==> config.mk <==
export PLATFORM = sky130hd
export DESIGN_NAME = acc_ctrl_fsm
export DESIGN_NICKNAME = d
export VERILOG_FILES = /design/src/rtl/acc_ctrl_pkg.sv /design/src/rtl/acc_ctrl_wait_timer.sv /design/src/rtl/acc_ctrl_fsm.sv
export SDC_FILE = /design/constraint.sdc
export NUM_CORES = 1
export LEC_CHECK = 0
export ABC_AREA = 0
export BUFFER_PORTS_ARGS = -buffer_cell sky130_fd_sc_hd__clkbuf_2
export CAP_MARGIN = 20
export CORE_MARGIN = 2
export CORE_UTILIZATION = 51
export DETAILED_ROUTE_END_ITERATION = 10
export PLACE_DENSITY = 0.77
export SYNTH_ARGS = -nofsm -noshare
export SYNTH_HDL_FRONTEND = slang
export SYNTH_HIERARCHICAL = 1
export SYNTH_SLANG_ARGS = --single-unit
export TNS_END_PERCENT = 100
==> constraint.sdc <==
create_clock -name clk -period 3 [get_ports clk]
set_clock_uncertainty 0.05 [all_clocks]
set_input_delay 0.45 -clock clk [delete_from_list [all_inputs] [get_ports clk]]
set_output_delay 0.45 -clock clk [all_outputs]
set_load 0.05 [all_outputs]
==> src/rtl/acc_ctrl_pkg.sv <==
// rtl/acc_ctrl_pkg.sv - shared encodings for the accumulator processor control unit
// Holds opcode values, the 3-bit FSM state encoding, ALUOp and ACCSrc encodings,
// and a helper that maps an ALU-class opcode onto its ALUOp.
package acc_ctrl_pkg;

  localparam logic [3:0] OP_HALT  = 4'h0;
  localparam logic [3:0] OP_LOAD  = 4'h1;
  localparam logic [3:0] OP_STORE = 4'h2;
  localparam logic [3:0] OP_ADD   = 4'h3;
  localparam logic [3:0] OP_SUB   = 4'h4;
  localparam logic [3:0] OP_AND   = 4'h5;
  localparam logic [3:0] OP_OR    = 4'h6;
  localparam logic [3:0] OP_ADDI  = 4'h7;
  localparam logic [3:0] OP_LI    = 4'h8;
  localparam logic [3:0] OP_BEQZ  = 4'h9;
  localparam logic [3:0] OP_BNEZ  = 4'hA;
  localparam logic [3:0] OP_JUMP  = 4'hB;

  typedef enum logic [2:0] {
    ST_RESET  = 3'd0,
    ST_FETCH  = 3'd1,
    ST_DECODE = 3'd2,
    ST_MEM_RD = 3'd3,
    ST_MEM_WR = 3'd4,
    ST_EXEC   = 3'd5,
    ST_HALT   = 3'd6
  } state_t;

  localparam logic [1:0] ALU_ADD = 2'b00;
  localparam logic [1:0] ALU_SUB = 2'b01;
  localparam logic [1:0] ALU_AND = 2'b10;
  localparam logic [1:0] ALU_OR  = 2'b11;

  localparam logic [1:0] ACC_FROM_ALU = 2'd0;
  localparam logic [1:0] ACC_FROM_MEM = 2'd1;
  localparam logic [1:0] ACC_FROM_IMM = 2'd2;

  function automatic logic [1:0] alu_op_for(input logic [3:0] op);
    case (op)
      OP_SUB:  return ALU_SUB;
      OP_AND:  return ALU_AND;
      OP_OR:   return ALU_OR;
      default: return ALU_ADD;
    endcase
  endfunction

endpackage

==> src/rtl/acc_ctrl_wait_timer.sv <==
// rtl/acc_ctrl_wait_timer.sv - memory-wait counter with timeout compare
// Ports: clk, reset (async active-low), clear (restart count), count_en (waiting
// cycle), timeout (count_en while count == MEM_WAIT_MAX; never when MEM_WAIT_MAX == 0).
module acc_ctrl_wait_timer #(
  parameter int WAIT_W       = 4,
  parameter int MEM_WAIT_MAX = 15
) (
  input  logic clk,
  input  logic reset,
  input  logic clear,
  input  logic count_en,
  output logic timeout
);

  localparam logic [WAIT_W-1:0] LIMIT      = WAIT_W'(MEM_WAIT_MAX);
  localparam bit                TIMEOUT_EN = (MEM_WAIT_MAX != 0);

  logic [WAIT_W-1:0] cnt;

  // Saturates so a disabled timeout cannot wrap back through the limit value.
  always_ff @(posedge clk or negedge reset) begin
    if (!reset)
      cnt <= '0;
    else if (clear)
      cnt <= '0;
    else if (count_en && (cnt != '1))
      cnt <= cnt + WAIT_W'(1);
  end

  assign timeout = TIMEOUT_EN && count_en && (cnt == LIMIT);

endmodule

==> src/rtl/acc_ctrl_fsm.sv <==
// rtl/acc_ctrl_fsm.sv - multi-cycle fetch/decode/execute control unit
// Inputs: clk, reset (async active-low), opcode (IR[15:12], sampled in DECODE),
//   acc_zero, mem_ready. Outputs: PC/IR/memory/ACC strobes and selects, halted,
//   sticky illegal_op and bus_error.
// Optional macro ACC_CTRL_PERF_EN adds cycle_count and instr_count [PERF_W-1:0].
module acc_ctrl_fsm
  import acc_ctrl_pkg::*;
#(
  parameter int OPCODE_W     = 4,
  parameter int WAIT_W       = 4,
  parameter int MEM_WAIT_MAX = 15
`ifdef ACC_CTRL_PERF_EN
  ,
  parameter int PERF_W       = 32
`endif
) (
  input  logic                clk,
  input  logic                reset,
  input  logic [OPCODE_W-1:0] opcode,
  input  logic                acc_zero,
  input  logic                mem_ready,
  output logic                PCWrite,
  output logic                PCSrc,
  output logic                IRWrite,
  output logic                IorD,
  output logic                MemRead,
  output logic                MemWrite,
  output logic                ACCWrite,
  output logic [1:0]          ACCSrc,
  output logic [1:0]          ALUOp,
  output logic                ALUSrcB,
  output logic                halted,
  output logic                illegal_op,
  output logic                bus_error
`ifdef ACC_CTRL_PERF_EN
  ,
  output logic [PERF_W-1:0]   cycle_count,
  output logic [PERF_W-1:0]   instr_count
`endif
);

  state_t state_q, state_d;
  logic [OPCODE_W-1:0] op_q;
  logic wait_state, count_en, timeout, dec_illegal;

  assign wait_state = (state_q == ST_FETCH) || (state_q == ST_MEM_RD) || (state_q == ST_MEM_WR);
  assign count_en   = wait_state && !mem_ready;

  acc_ctrl_wait_timer #(
    .WAIT_W       (WAIT_W),
    .MEM_WAIT_MAX (MEM_WAIT_MAX)
  ) u_wait_timer (
    .clk      (clk),
    .reset    (reset),
    .clear    (state_d != state_q),
    .count_en (count_en),
    .timeout  (timeout)
  );

  // State register, latched opcode and sticky status flags.
  always_ff @(posedge clk or negedge reset) begin
    if (!reset) begin
      state_q    <= ST_RESET;
      op_q       <= '0;
      illegal_op <= 1'b0;
      bus_error  <= 1'b0;
    end else begin
      state_q <= state_d;
      if (state_q == ST_DECODE)
        op_q <= opcode;
      if (dec_illegal)
        illegal_op <= 1'b1;
      if (timeout)
        bus_error <= 1'b1;
    end
  end

  // Next-state logic; mem_ready takes priority over the timeout on the limit cycle.
  always_comb begin
    state_d     = state_q;
    dec_illegal = 1'b0;
    case (state_q)
      ST_RESET: state_d = ST_FETCH;
      ST_FETCH: begin
        if (mem_ready)    state_d = ST_DECODE;
        else if (timeout) state_d = ST_HALT;
      end
      ST_DECODE: begin
        case (opcode)
          OP_LOAD, OP_ADD, OP_SUB, OP_AND, OP_OR:       state_d = ST_MEM_RD;
          OP_STORE:                                     state_d = ST_MEM_WR;
          OP_ADDI, OP_LI, OP_BEQZ, OP_BNEZ, OP_JUMP:    state_d = ST_EXEC;
          OP_HALT:                                      state_d = ST_HALT;
          default: begin
            state_d     = ST_HALT;
            dec_illegal = 1'b1;
          end
        endcase
      end
      ST_MEM_RD, ST_MEM_WR: begin
        if (mem_ready)    state_d = ST_FETCH;
        else if (timeout) state_d = ST_HALT;
      end
      ST_EXEC:  state_d = ST_FETCH;
      ST_HALT:  state_d = ST_HALT;
      default:  state_d = ST_RESET;
    endcase
  end

  // Output decode; outputs follow state_q so an async reset drops requests at once.
  always_comb begin
    PCWrite  = 1'b0;
    PCSrc    = 1'b0;
    IRWrite  = 1'b0;
    IorD     = 1'b0;
    MemRead  = 1'b0;
    MemWrite = 1'b0;
    ACCWrite = 1'b0;
    ACCSrc   = ACC_FROM_ALU;
    ALUOp    = ALU_ADD;
    ALUSrcB  = 1'b0;
    halted   = 1'b0;
    case (state_q)
      ST_FETCH: begin
        MemRead = 1'b1;
        if (mem_ready) begin
          IRWrite = 1'b1;
          PCWrite = 1'b1;
        end
      end
      ST_MEM_RD: begin
        MemRead  = 1'b1;
        IorD     = 1'b1;
        ACCWrite = mem_ready;
        if (op_q == OP_LOAD) begin
          ACCSrc = ACC_FROM_MEM;
        end else begin
          ACCSrc = ACC_FROM_ALU;
          ALUOp  = alu_op_for(op_q);
        end
      end
      ST_MEM_WR: begin
        MemWrite = 1'b1;
        IorD     = 1'b1;
      end
      ST_EXEC: begin
        case (op_q)
          OP_ADDI: begin
            ACCWrite = 1'b1;
            ALUSrcB  = 1'b1;
          end
          OP_LI: begin
            ACCWrite = 1'b1;
            ACCSrc   = ACC_FROM_IMM;
          end
          OP_BEQZ: begin
            PCWrite = acc_zero;
            PCSrc   = acc_zero;
          end
          OP_BNEZ: begin
            PCWrite = !acc_zero;
            PCSrc   = !acc_zero;
          end
          OP_JUMP: begin
            PCWrite = 1'b1;
            PCSrc   = 1'b1;
          end
          default: ;
        endcase
      end
      ST_HALT: halted = 1'b1;
      default: ;
    endcase
  end

`ifdef ACC_CTRL_PERF_EN
  // An instruction retires when control returns to FETCH from its last state.
  always_ff @(posedge clk or negedge reset) begin
    if (!reset) begin
      cycle_count <= '0;
      instr_count <= '0;
    end else begin
      if ((state_q != ST_RESET) && (state_q != ST_HALT))
        cycle_count <= cycle_count + PERF_W'(1);
      if (((state_q == ST_MEM_RD) || (state_q == ST_MEM_WR) || (state_q == ST_EXEC)) &&
          (state_d == ST_FETCH))
        instr_count <= instr_count + PERF_W'(1);
    end
  end
`endif

endmodule

# [Word level (Yosys, flattened, before mapping)]
# Index checks and enable logic that the tools add are counted.
[totals] regBits=13 inputBits=8 output_inout_bits=15 wordCells=80
[classes] n_addsub=1 n_eq_ne=29 mux=28 reduce_logical=17
[op_table] op="$eq 4x4->1 const B" n=9
[op_table] op="$eq 4x3->1 const B" n=8
[op_table] op="$pmux 3 s5" n=1
[op_table] op="$mux 1" n=13
[op_table] op="$reduce_or 12->1" n=1
[op_table] op="$reduce_or 5->1" n=2
[op_table] op="$eq 3x3->1 const B" n=3
[op_table] op="$mux 3" n=3
[op_table] op="$pmux 3 s3" n=1
[op_table] op="$eq 4x1->1 const B" n=2
[op_table] op="$eq 4x2->1 const B" n=2
[op_table] op="$mux 4" n=2
[op_table] op="$reduce_or 2->1" n=4
[op_table] op="$eq 3x2->1 const B" n=2
[op_table] op="$mux 2" n=3
[op_table] op="$pmux 2 s3" n=1
[op_table] op="$add 4x1->4 const B" n=1
[op_table] op="$logic_not 4->1" n=1
[op_table] op="$ne 4x4->1 const B" n=1
[op_table] op="$pmux 1 s2" n=2
[op_table] op="$pmux 2 s2" n=1
[op_table] op="$eq 3x1->1 const B" n=1
[op_table] op="$logic_and 1x1->1" n=3
[op_table] op="$logic_not 3->1" n=1
[op_table] op="other kinds (5)" n=7

# [Logic depth before layout (Yosys ltp)]
# Gate-level depths: netlist (run 1).
[depth] word_depth=10 depth_mapped=12

# [Modules after synthesis]
# The synthesis (run 1) kept the hierarchy.
[by_module_without_submodules] mod="acc_ctrl_fsm" instances=1 cells_each=89 area_each_um2=680.7
[by_module_without_submodules] mod="acc_ctrl_wait_timer" instances=1 cells_each=21 area_each_um2=239.0

# [Worst setup path before layout (run 1)]
# Ideal clock, no wire load.
[synth_path] path_type="reg-to-output" from="reg state_q[1]" to="out PCWrite" t_arrival_ns=2.170 required_time_ns=2.500 slack_ns=0.330 path_stages_with_launch=6 path_buffers=1 cell_sequence="dfrtp_1 -> buf_4 -> inv_4 -> nand3_1 -> nor4b_2 -> or2_1"
[synth_via] elab_chain_cells=2
[synth_lines] element="start, declared" line_no="acc_ctrl_fsm.sv:42" rtl="state_t state_q, state_d;"
[synth_lines] element="start signal, assigned" line_no="acc_ctrl_fsm.sv:68" rtl="state_q <= state_d;"
[synth_lines] element="$eq 3x3->1 or $eq 3x1->1 (tied branches)" line_no="acc_ctrl_fsm.sv:123" rtl="case (state_q)"
[synth_lines] element="$pmux 1 s2 (*)" line_no="acc_ctrl_fsm.sv:123"
[synth_lines] element="end, declared" line_no="acc_ctrl_fsm.sv:22" rtl="output logic PCWrite,"
# Every way passes the cells marked *; elsewhere a longest branch is shown, timed or not.

# [Final worst setup path (run 1)]
[layout_path] from="reg state_q[0]" to="reg u_wait_timer.cnt[0]"
[layout_via] elab_chain_cells=10
[layout_lines] element="$eq 3x1->1 or $eq 3x2->1 (tied branches)" line_no="acc_ctrl_fsm.sv:46" rtl="assign wait_state = (state_q == ST_FETCH) || (state_q == ST_MEM_RD) || (state_q == ST_MEM_WR);"
[layout_lines] element="$logic_or 1x1->1" line_no="acc_ctrl_fsm.sv:46"
[layout_lines] element="$logic_or 1x1->1 (*)" line_no="acc_ctrl_fsm.sv:46"
[layout_lines] element="$logic_and 1x1->1 (*)" line_no="acc_ctrl_fsm.sv:47" rtl="assign count_en = wait_state && !mem_ready;"
[layout_lines] element="named net count_en" line_no="acc_ctrl_fsm.sv:44" rtl="logic wait_state, count_en, timeout, dec_illegal;"
[layout_lines] element="$logic_and 1x1->1 (*)" line_no="acc_ctrl_wait_timer.sv:30" rtl="assign timeout = TIMEOUT_EN && count_en && (cnt == LIMIT);"
[layout_lines] element="named net timeout" line_no="acc_ctrl_fsm.sv:44"
[layout_lines] element="$mux 3 (*)" line_no="acc_ctrl_fsm.sv:86, acc_ctrl_fsm.sv:102"
[layout_lines] element="$mux 3 (on tied branches)" line_no="acc_ctrl_fsm.sv:101, acc_ctrl_fsm.sv:85"
[layout_lines] element="$pmux 3 s5 (*)" line_no="acc_ctrl_fsm.sv:82" rtl="case (state_q)"
[layout_lines] element="$ne 3x3->1 (*)" line_no="acc_ctrl_fsm.sv:55" rtl=".clear (state_d != state_q),"
[layout_lines] element="$mux 4 or $reduce_bool 2->1 (tied branches)"
[layout_lines] element="end signal, assigned" line_no="acc_ctrl_wait_timer.sv:27" rtl="cnt <= cnt + WAIT_W'(1);"
[layout_lines] element="end, declared" line_no="acc_ctrl_wait_timer.sv:18" rtl="logic [WAIT_W-1:0] cnt;"
# The timed path passes the listed nets; every way through them passes the cells marked *.
# A chain may end at the register's enable or synchronous reset.

==> results of run 1 <==
worst max path at each step:
stage	start	to	slack [ns]	cells after the start
CTS	state_q[0]$_DFF_PN0_	u_wait_timer/cnt[0]$_DFFE_PN0P_	0.24	10
finish	state_q[0]$_DFF_PN0_	u_wait_timer/cnt[0]$_DFFE_PN0P_	0.35	10
floorplan	state_q[1]$_DFF_PN0_	PCWrite	0.33	5
global route	state_q[0]$_DFF_PN0_	u_wait_timer/cnt[0]$_DFFE_PN0P_	0.08	10
global placement	state_q[0]$_DFF_PN0_	u_wait_timer/cnt[1]$_DFFE_PN0P_	0.43	10
detailed placement	state_q[0]$_DFF_PN0_	u_wait_timer/cnt[1]$_DFFE_PN0P_	0.25	10
metal layers:
metal	global-route usage (%)	part of all wire [%]
met5	0	0
met4	5.14	0.63
met3	4.71	2.9
met2	33.9	50
met1	25.0	46
critical path, stage by stage, from the launching register on:
cell and delay (ns):
dfrtp_1 0.62, nand2b_1 0.26, a21oi_2 0.29, and4_2 0.28
or2_1 0.10, a21oi_1 0.07, o32ai_2 0.17, mux2i_1 0.21
nand4_1 0.21, nor2b_1 0.18, mux2_4 0.16
power groups by stage:
stage,clock network (mW),logic [mW],registers [mW]
after floorplan,0,0.491,0.312
after global placement,0,0.575,0.336
after detailed placement,0,0.587,0.339
after CTS,0.109,0.589,0.336
after global routing,0.118,0.645,0.350
final,0.104,0.586,0.338
per-stage QoR:
| stage | power (mW) | instance area, um2 | util [%] | hold slack, ns |
|---|---|---|---|---|
| finish | 1.03 | 1080 | 63.4 | 0.00833 |
| global route | 1.11 | 1080 | 63.4 | 0.0222 |
| CTS | 1.03 | 1080 | 63.2 | 0.0156 |
| detailed placement | 0.925 | 1050 | 61.6 | 0.311 |
| global placement | 0.910 | 1050 | 61.6 | 0.307 |
| floorplan | 0.803 | 920 | - | 0.104 |
cells in the mapped netlist, types with 2 or more instances:
master     n  area [um2]
nand2_1   18        67.6
dfrtp_1   13         325
nor2_1    10        37.5
a21oi_1    8        40.0
nand2b_1   5        31.3
nor3_1     4        20.0
inv_1      3        11.3
mux2i_1    3        30.0
nand3_1    3        15.0
nand3b_1   3        22.5
o21ai_0    3        15.0
and2_1     2        12.5
nand4_1    2        12.5
nor2b_1    2        12.5
o21ai_1    2        10.0
or2_1      2        12.5
state kept, by name, indices dropped and copies added, names as in the netlist:
name / cells
u_wait_timer/cnt: 4
bus_error: 1
op_q: 4
state_q: 3
illegal_op: 1
area by class of cell:
type,count,area share (%)
Sequential cell,13,30.1
Multi-Input combinational cell,89,51.8
Tap cell,25,2.89
Timing Repair Buffer,23,10.9
Inverter,5,1.97
Clock buffer,4,2.43
logic make-up after synthesis:
group | Yosys count | synth area share (%)
simple gates | 61 | 36.1
fa+ha+maj | 1 | 1.36
flops | 13 | 35.4
xor+xnor | 1 | 0.953
mux | 4 | 4.90
buf+inv | 8 | 4.08
compound gates | 22 | 17.3
timing repair:
| action | 4_1_cts | 5_1_grt |
|---|---|---|
| buffers inserted | 0 | 0 |
| setup endpoints to repair | 0 | 4 |
| gates resized for setup | 0 | 1 |
==> impl_metrics.env, run 1 <==
export IMPL_status="finished, final reports clean"
export IMPL_final_common_cell="clkbuf_2"
export IMPL_p_comb_share_pct=57.0
export IMPL_syn_inst=110
export IMPL_dp_hpwl_um=1520
export IMPL_drive_gt1_share_pct=30.6
export IMPL_worstPathMaxFanout=15
export IMPL_grt_pass1_wl_um=3020
export IMPL_start_kind="flip-flop"
export IMPL_synth_area_um2=920
export IMPL_async_flop_share_pct=100
export IMPL_grt_max_degree=16
export IMPL_grt_ovfl_total=0
export IMPL_slew_viol_final=0
export IMPL_wl_per_cell_um=11.9
export IMPL_fp_dieArea_um2=2160
export IMPL_path_class="flip-flop to flip-flop"
export IMPL_fillers=160
export IMPL_gp_congestion=0.788
export IMPL_p_leak_nw=0.513
export IMPL_r2r_start="state_q[0]$_DFF_PN0_"
export IMPL_seqPwrFrac_pct=32.9
export IMPL_tightest_slew_ns=0.440
export IMPL_num_antenna_cells=0
export IMPL_mostFrequentLayoutCells="22 x clkbuf_2, 18 x nand2_1, 13 x dfrtp_1"
export IMPL_clkTransAtPathRegs_ns=0.08
export IMPL_drt_iter0_drc=12
export IMPL_die_y_um=46.5
export IMPL_power_share_switching_pct=53.1
export IMPL_r2r_cells=10
export IMPL_first_pass_iters=4
export IMPL_setup_ws_ns=0.347
export IMPL_finalSetupTns_ns=0
export IMPL_peakVddDrop_mv=0.467
export IMPL_area_growth_pct=17.7
export IMPL_rr_endpoint="u_wait_timer/cnt[0]$_DFFE_PN0P_"
export IMPL_p_int_uw=482
export IMPL_hp_class="primary input to async pin"
export IMPL_synth_nets=119
export IMPL_first_global_vias=708
export IMPL_vias=838
export IMPL_crit_required_ns=3.16
export IMPL_numCtsBuffers=3
export IMPL_cp_end_kind="flip-flop"
export IMPL_ys_warn_count=6
export IMPL_syn_avg_cell_area_um2=8.36
export IMPL_cts_tree="yes"
export IMPL_dpl_cell_count=155
export IMPL_post_route_min_period_ns=2.65
export IMPL_cap_viol_max_count=0
export IMPL_antenna_found_initial=0
export IMPL_synth_seq_cells=13
export IMPL_powerDensity_nw_per_um2=949
export IMPL_rsz0062_at_grt="no"
export IMPL_core_area_um2=1710
export IMPL_synth_flop_cell="dfrtp_1"
export IMPL_place_port_buffers=22
export IMPL_holdBufCountCts=0
export IMPL_setup_viol_count_final=0
export IMPL_ys_types=43
export IMPL_ios=23
export IMPL_start_util_pct=53.8
export IMPL_fin_crit_sh_pct=88.4
export IMPL_multiInputGateArea_um2=561
export IMPL_cts_sinks=13
export IMPL_route_detailed_drc=0
export IMPL_grt_use_total_pct=19.9
export IMPL_insertion_delay_ns=0.27
export IMPL_max_slew_margin_pct=70.6
export IMPL_ant_nets=0
export IMPL_h_tree_depth=1
export IMPL_finalHoldViolations=0
export IMPL_synth_edf_count=0
export IMPL_p_sw_uw=545
export IMPL_crit_arrival_ns=2.81
export IMPL_ff2ff_setup_slack_ns=0.35
export IMPL_die_x_um=46.5
export IMPL_seqCellArea_um2=325
export IMPL_synth_seq_area_share_pct=35.4
export IMPL_fmax_mhz=377
export IMPL_dpl_worst_slack_ns=0.250
export IMPL_wl_um=1890
export IMPL_avgViaCountPerCell=5.27
export IMPL_clkPwrFrac_pct=10.1
export IMPL_clockRootBuffer="clkbuf_4"
export IMPL_finalNetCount=144
export IMPL_cts_buffer_depth=2
export IMPL_num_rows=15
export IMPL_final_cells=159
Note: power is estimated with default switching activity, not from simulation.
==> inputs of run 2 (changes only) <==
- PLACE_DENSITY: 0.77 -> 0.84
==> run 2 against run 1 <==
Net effect: total power grew 2.5%; clock power is 7% higher; fmax shrank 0.36%; die area unchanged; register-to-register slack hardly changed; critical path type unchanged; highest routed layer unchanged.
==> impl_metrics.env, run 2 (same netlist as run 1, synthesis figures left out) <==
export IMPL_cap_viol_max_count=0
export IMPL_avgViaCountPerCell=5.38
export IMPL_fillers=162
export IMPL_start_kind="flip-flop"
export IMPL_area_growth_pct=18.5
export IMPL_max_slew_margin_pct=68.9
export IMPL_first_global_vias=735
export IMPL_gp_congestion=0.823
export IMPL_worstPathMaxFanout=16
export IMPL_die_y_um=46.5
export IMPL_drive_gt1_share_pct=31.1
export IMPL_status="finished, final reports clean"
export IMPL_finalSetupTns_ns=0
export IMPL_powerDensity_nw_per_um2=967
export IMPL_crit_arrival_ns=2.81
export IMPL_cts_tree="yes"
export IMPL_ios=23
export IMPL_dpl_cell_count=156
export IMPL_crit_required_ns=3.15
export IMPL_ant_nets=0
export IMPL_mostFrequentLayoutCells="22 x clkbuf_2, 18 x nand2_1, 13 x dfrtp_1"
export IMPL_die_x_um=46.5
export IMPL_final_cells=160
export IMPL_largest_registers="op_q: 4 flops, u_wait_timer/cnt: 4 flops, state_q: 3 flops"
export IMPL_wl_per_cell_um=12.7
export IMPL_num_antenna_cells=0
export IMPL_route_detailed_drc=0
export IMPL_fmax_mhz=376
export IMPL_num_rows=15
export IMPL_final_common_cell="clkbuf_2"
export IMPL_clkTransAtPathRegs_ns=0.09
export IMPL_path_class="flip-flop to flip-flop"
export IMPL_clockRootBuffer="clkbuf_4"
export IMPL_numCtsBuffers=3
export IMPL_finalHoldViolations=0
export IMPL_fin_crit_sh_pct=88.7
export IMPL_p_leak_nw=0.517
export IMPL_wl_um=2030
export IMPL_cts_sinks=13
export IMPL_grt_use_total_pct=20.5
export IMPL_hp_class="primary input to async pin"
export IMPL_grt_pass1_wl_um=3110
export IMPL_core_area_um2=1710
export IMPL_post_route_min_period_ns=2.66
export IMPL_drt_iter0_drc=29
export IMPL_cp_end_kind="flip-flop"
export IMPL_tightest_slew_ns=0.463
export IMPL_finalCoreUtilization_pct=63.8
export IMPL_postCtsSetupBuffers=0
export IMPL_insertion_delay_ns=0.27
export IMPL_first_pass_iters=4
export IMPL_finalNetCount=145
export IMPL_h_tree_depth=1
export IMPL_setup_viol_count_final=0
export IMPL_place_port_buffers=22
export IMPL_vias=861
export IMPL_grt_max_degree=17
export IMPL_fp_dieArea_um2=2160
export IMPL_cts_buffer_depth=2
export IMPL_peakVddDrop_mv=0.566
export IMPL_grt_ovfl_total=0
export IMPL_start_util_pct=53.8
export IMPL_dp_hpwl_um=1580
export IMPL_slew_viol_final=0
export IMPL_rsz0062_at_grt="no"
export IMPL_antenna_found_initial=0
## run 2: cell count changes in the layout (fill, tap and decap cells not counted), sizes merged
cell,delta
buf,+1
## run 2: per-layer routing
metal  GRT usage (%)  wire length, um
met1            24.5              864
met2            36.7             1030
met3            2.75              123
met4            8.00               12
met5               0                0
## run 2: worst paths after layout
check,slack (ns),cells after the start,startpoint,to
worst max-delay path,0.34,10,state_q[2]$_DFF_PN0_,u_wait_timer/cnt[1]$_DFFE_PN0P_
worst min-delay path,0.01,1,reset,bus_error$_DFFE_PN0P_
worst max register to register,0.34,10,state_q[2]$_DFF_PN0_,u_wait_timer/cnt[1]$_DFFE_PN0P_
worst min register to register,0.43,1,bus_error$_DFFE_PN0P_,bus_error$_DFFE_PN0P_
max in group asynchronous,2.64,1,reset,op_q[1]$_DFFE_PN0P_
min in group clk,0.36,3,opcode[1],op_q[1]$_DFFE_PN0P_
## run 2: repair_timing
item / 4_1_cts / 5_1_grt
hold buffers: 0 / 0
gates resized for setup: 0 / 1
endpoints found under the hold margin: 0 / 0
endpoints found under the setup margin: 0 / 1
## run 2: worst max-delay path, stage by stage (launching register included)
cell	delay, ns
dfrtp_1	0.54
nand2b_1	0.32
a21oi_2	0.27
and4_2	0.28
or2_1	0.10
a21oi_1	0.06
o32ai_2	0.17
mux2i_1	0.22
nand4_1	0.22
nand2b_1	0.21
mux2i_1	0.13
## run 2: cell type report
cell class	count	area (um2)	share of cell area, %
inverters	5	21.3	1.95
flip-flops and latches	13	325	29.9
repair buffers	24	125	11.5
clock buffers	4	26.3	2.41
well taps	25	31.3	2.87
multi-input cells	89	561	51.4
## run 2: metrics by stage
| stage | cell area [um2] | power (mW) | hold slack, ns | worst slack, ns |
|---|---|---|---|---|
| 5_1_grt | 1090 | 1.13 | 0.0287 | 0.112 |
| 4_1_cts | 1090 | 1.05 | 0.0121 | 0.253 |
| 6_report | 1090 | 1.05 | 0.00984 | 0.338 |
| 3_3_place_gp | 1060 | 0.920 | 0.309 | 0.428 |
| 3_5_place_dp | 1060 | 0.939 | 0.315 | 0.276 |
| 2_1_floorplan | 920 | 0.803 | 0.104 | 0.330 |
## run 2: where the power goes
part | leakage, nW | switching [mW] | internal (mW) | total, mW
clock | 0.0150 | 0.0592 | 0.0515 | 0.111
combinational | 0.338 | 0.426 | 0.209 | 0.635
sequential | 0.164 | 0.0749 | 0.233 | 0.308
total | 0.517 | 0.560 | 0.493 | 1.05
==> inputs of run 3 (changes only) <==
- PLACE_DENSITY: 0.84 -> 0.85
- TNS_END_PERCENT: 100 -> unset
==> run 3 against run 2 <==
Net effect: sequential share of layout area shrank 0.10 points; worst hold slack got worse by 0.0018 ns; sequential power hardly changed; non-clock buffer count rose by 1; die area unchanged; setup slack about the same; fmax about the same; routed wire length rose by 2.2%; first-iteration DRC count fell by 3.4%; via count is 2.1% higher; combinational power rose by 2%.
==> impl_metrics.env, run 3 (same netlist as run 1, synthesis figures left out) <==
export IMPL_status="finished, final reports clean"
export IMPL_grt_max_degree=14
export IMPL_vias=879
export IMPL_slew_viol_final=0
export IMPL_first_global_vias=774
export IMPL_postCtsSetupBuffers=0
export IMPL_ant_nets=0
export IMPL_dpl_cell_count=157
export IMPL_grt_pass1_wl_um=3390
export IMPL_final_common_cell="clkbuf_2"
export IMPL_fp_dieArea_um2=2160
export IMPL_place_port_buffers=22
export IMPL_cp_end_kind="flip-flop"
export IMPL_place_area_um2=1070
export IMPL_route_met2_wl_um=1070
export IMPL_hold_worst_slack_ns=0.00805
export IMPL_dp_hpwl_um=1640
export IMPL_crit_required_ns=3.14
export IMPL_core_area_um2=1710
export IMPL_post_route_min_period_ns=2.66
export IMPL_path_class="flip-flop to flip-flop"
export IMPL_largest_registers="op_q: 4 flops, u_wait_timer/cnt: 4 flops, state_q: 3 flops"
export IMPL_area_growth_pct=18.9
export IMPL_holdBufCountCts=0
export IMPL_die_y_um=46.5
export IMPL_p_leak_nw=0.523
export IMPL_wl_met3_um=83
export IMPL_clkTransAtPathRegs_ns=0.09
export IMPL_avgViaCountPerCell=5.46
export IMPL_ctsResizeCount=0
export IMPL_wl_per_cell_um=12.9
export IMPL_powerDensity_nw_per_um2=968
export IMPL_cts_tree="yes"
export IMPL_peakVddDrop_mv=0.439
export IMPL_cap_viol_max_count=0
export IMPL_power_mw=1.06
export IMPL_insertion_delay_ns=0.27
export IMPL_clockRootBuffer="clkbuf_4"
export IMPL_drt_iter0_drc=28
export IMPL_h_tree_depth=1
export IMPL_met1_length_um=897
export IMPL_die_x_um=46.5
export IMPL_ios=23
export IMPL_fmax_mhz=376
export IMPL_numCtsBuffers=3
export IMPL_grt_ovfl_total=0
export IMPL_max_slew_margin_pct=70.9
export IMPL_drive_gt1_share_pct=30.9
export IMPL_num_antenna_cells=0
export IMPL_final_cells=161
export IMPL_first_pass_iters=4
export IMPL_setup_viol_count_final=0
export IMPL_tightest_slew_ns=0.432
export IMPL_top_layer_used="met4"
export IMPL_start_util_pct=53.8
export IMPL_finalHoldViolations=0
export IMPL_cts_sinks=13
export IMPL_finalNetCount=146
export IMPL_cts_buffer_depth=2
export IMPL_hp_class="primary input to async pin"
export IMPL_fin_crit_sh_pct=88.7
export IMPL_crit_arrival_ns=2.80
export IMPL_design_area_um2=1090
export IMPL_wl_um=2070
export IMPL_start_kind="flip-flop"
export IMPL_worstPathMaxFanout=10
export IMPL_rsz0062_at_grt="no"
export IMPL_gp_congestion=0.868
export IMPL_finalSetupTns_ns=0
export IMPL_num_rows=15
export IMPL_route_detailed_drc=0
export IMPL_antenna_found_initial=0
export IMPL_fillers=147
export IMPL_grt_use_total_pct=22.1
export IMPL_mostFrequentLayoutCells="22 x clkbuf_2, 18 x nand2_1, 13 x dfrtp_1"
==> run 3: cell types whose count changed in the layout (fill, tap and decap cells not counted) <==
cell     change
a21oi_1      +1
a21oi_2      -1
buf_4        +1
==> run 3: worst paths after layout <==
check	slack, ns	to	from	depth (start not counted)
max in group asynchronous	2.63	illegal_op$_DFFE_PN0P_	reset	1
max reg2reg	0.34	u_wait_timer/cnt[1]$_DFFE_PN0P_	state_q[2]$_DFF_PN0_	10
min	0.008	bus_error$_DFFE_PN0P_	reset	1
min reg2reg	0.42	illegal_op$_DFFE_PN0P_	illegal_op$_DFFE_PN0P_	1
min in group clk	0.37	op_q[1]$_DFFE_PN0P_	opcode[1]	3
max	0.34	u_wait_timer/cnt[1]$_DFFE_PN0P_	state_q[2]$_DFF_PN0_	10
==> run 3: layout make-up <==
class | count | area (um2) | area share [%]
well taps | 25 | 31.3 | 2.86
repair buffers | 25 | 133 | 12.1
clock buffers | 4 | 26.3 | 2.40
inverters | 5 | 21.3 | 1.95
flip-flops and latches | 13 | 325 | 29.7
multi-input cells | 89 | 557 | 50.9
==> run 3: worst max-delay path: stages, from the launching register on <==
cell      delay [ns]
dfrtp_1         0.48
nand2b_1        0.28
a21oi_1         0.36
and4_2          0.30
or2_1           0.10
a21oi_1         0.07
o32ai_2         0.16
mux2i_1         0.23
nand4_1         0.21
nand2b_1        0.20
mux2i_1         0.13
==> run 3: per-stage QoR <==
stage	setup WS, ns	util, %
6_report	0.338	64.0
5_1_grt	0.120	64.0
4_1_cts	0.369	64.0
3_5_place_dp	0.412	62.5
3_3_place_gp	0.554	62.5
2_1_floorplan	0.330	-
==> run 3: where the power goes <==
group / leakage, nW / internal (mW) / switching, mW
combinational: 0.343 / 0.213 / 0.433
sequential: 0.164 / 0.233 / 0.0715
clock: 0.0150 / 0.0513 / 0.0563
==> run 3: routing by layer <==
| layer | up-vias | global-route usage (%) |
|---|---|---|
| met4 | 0 | 6.86 |
| met5 | - | 0 |
| li1 | 438 | - |
| met3 | 6 | 3.53 |
| met1 | 405 | 26.2 |
| met2 | 30 | 40.3 |
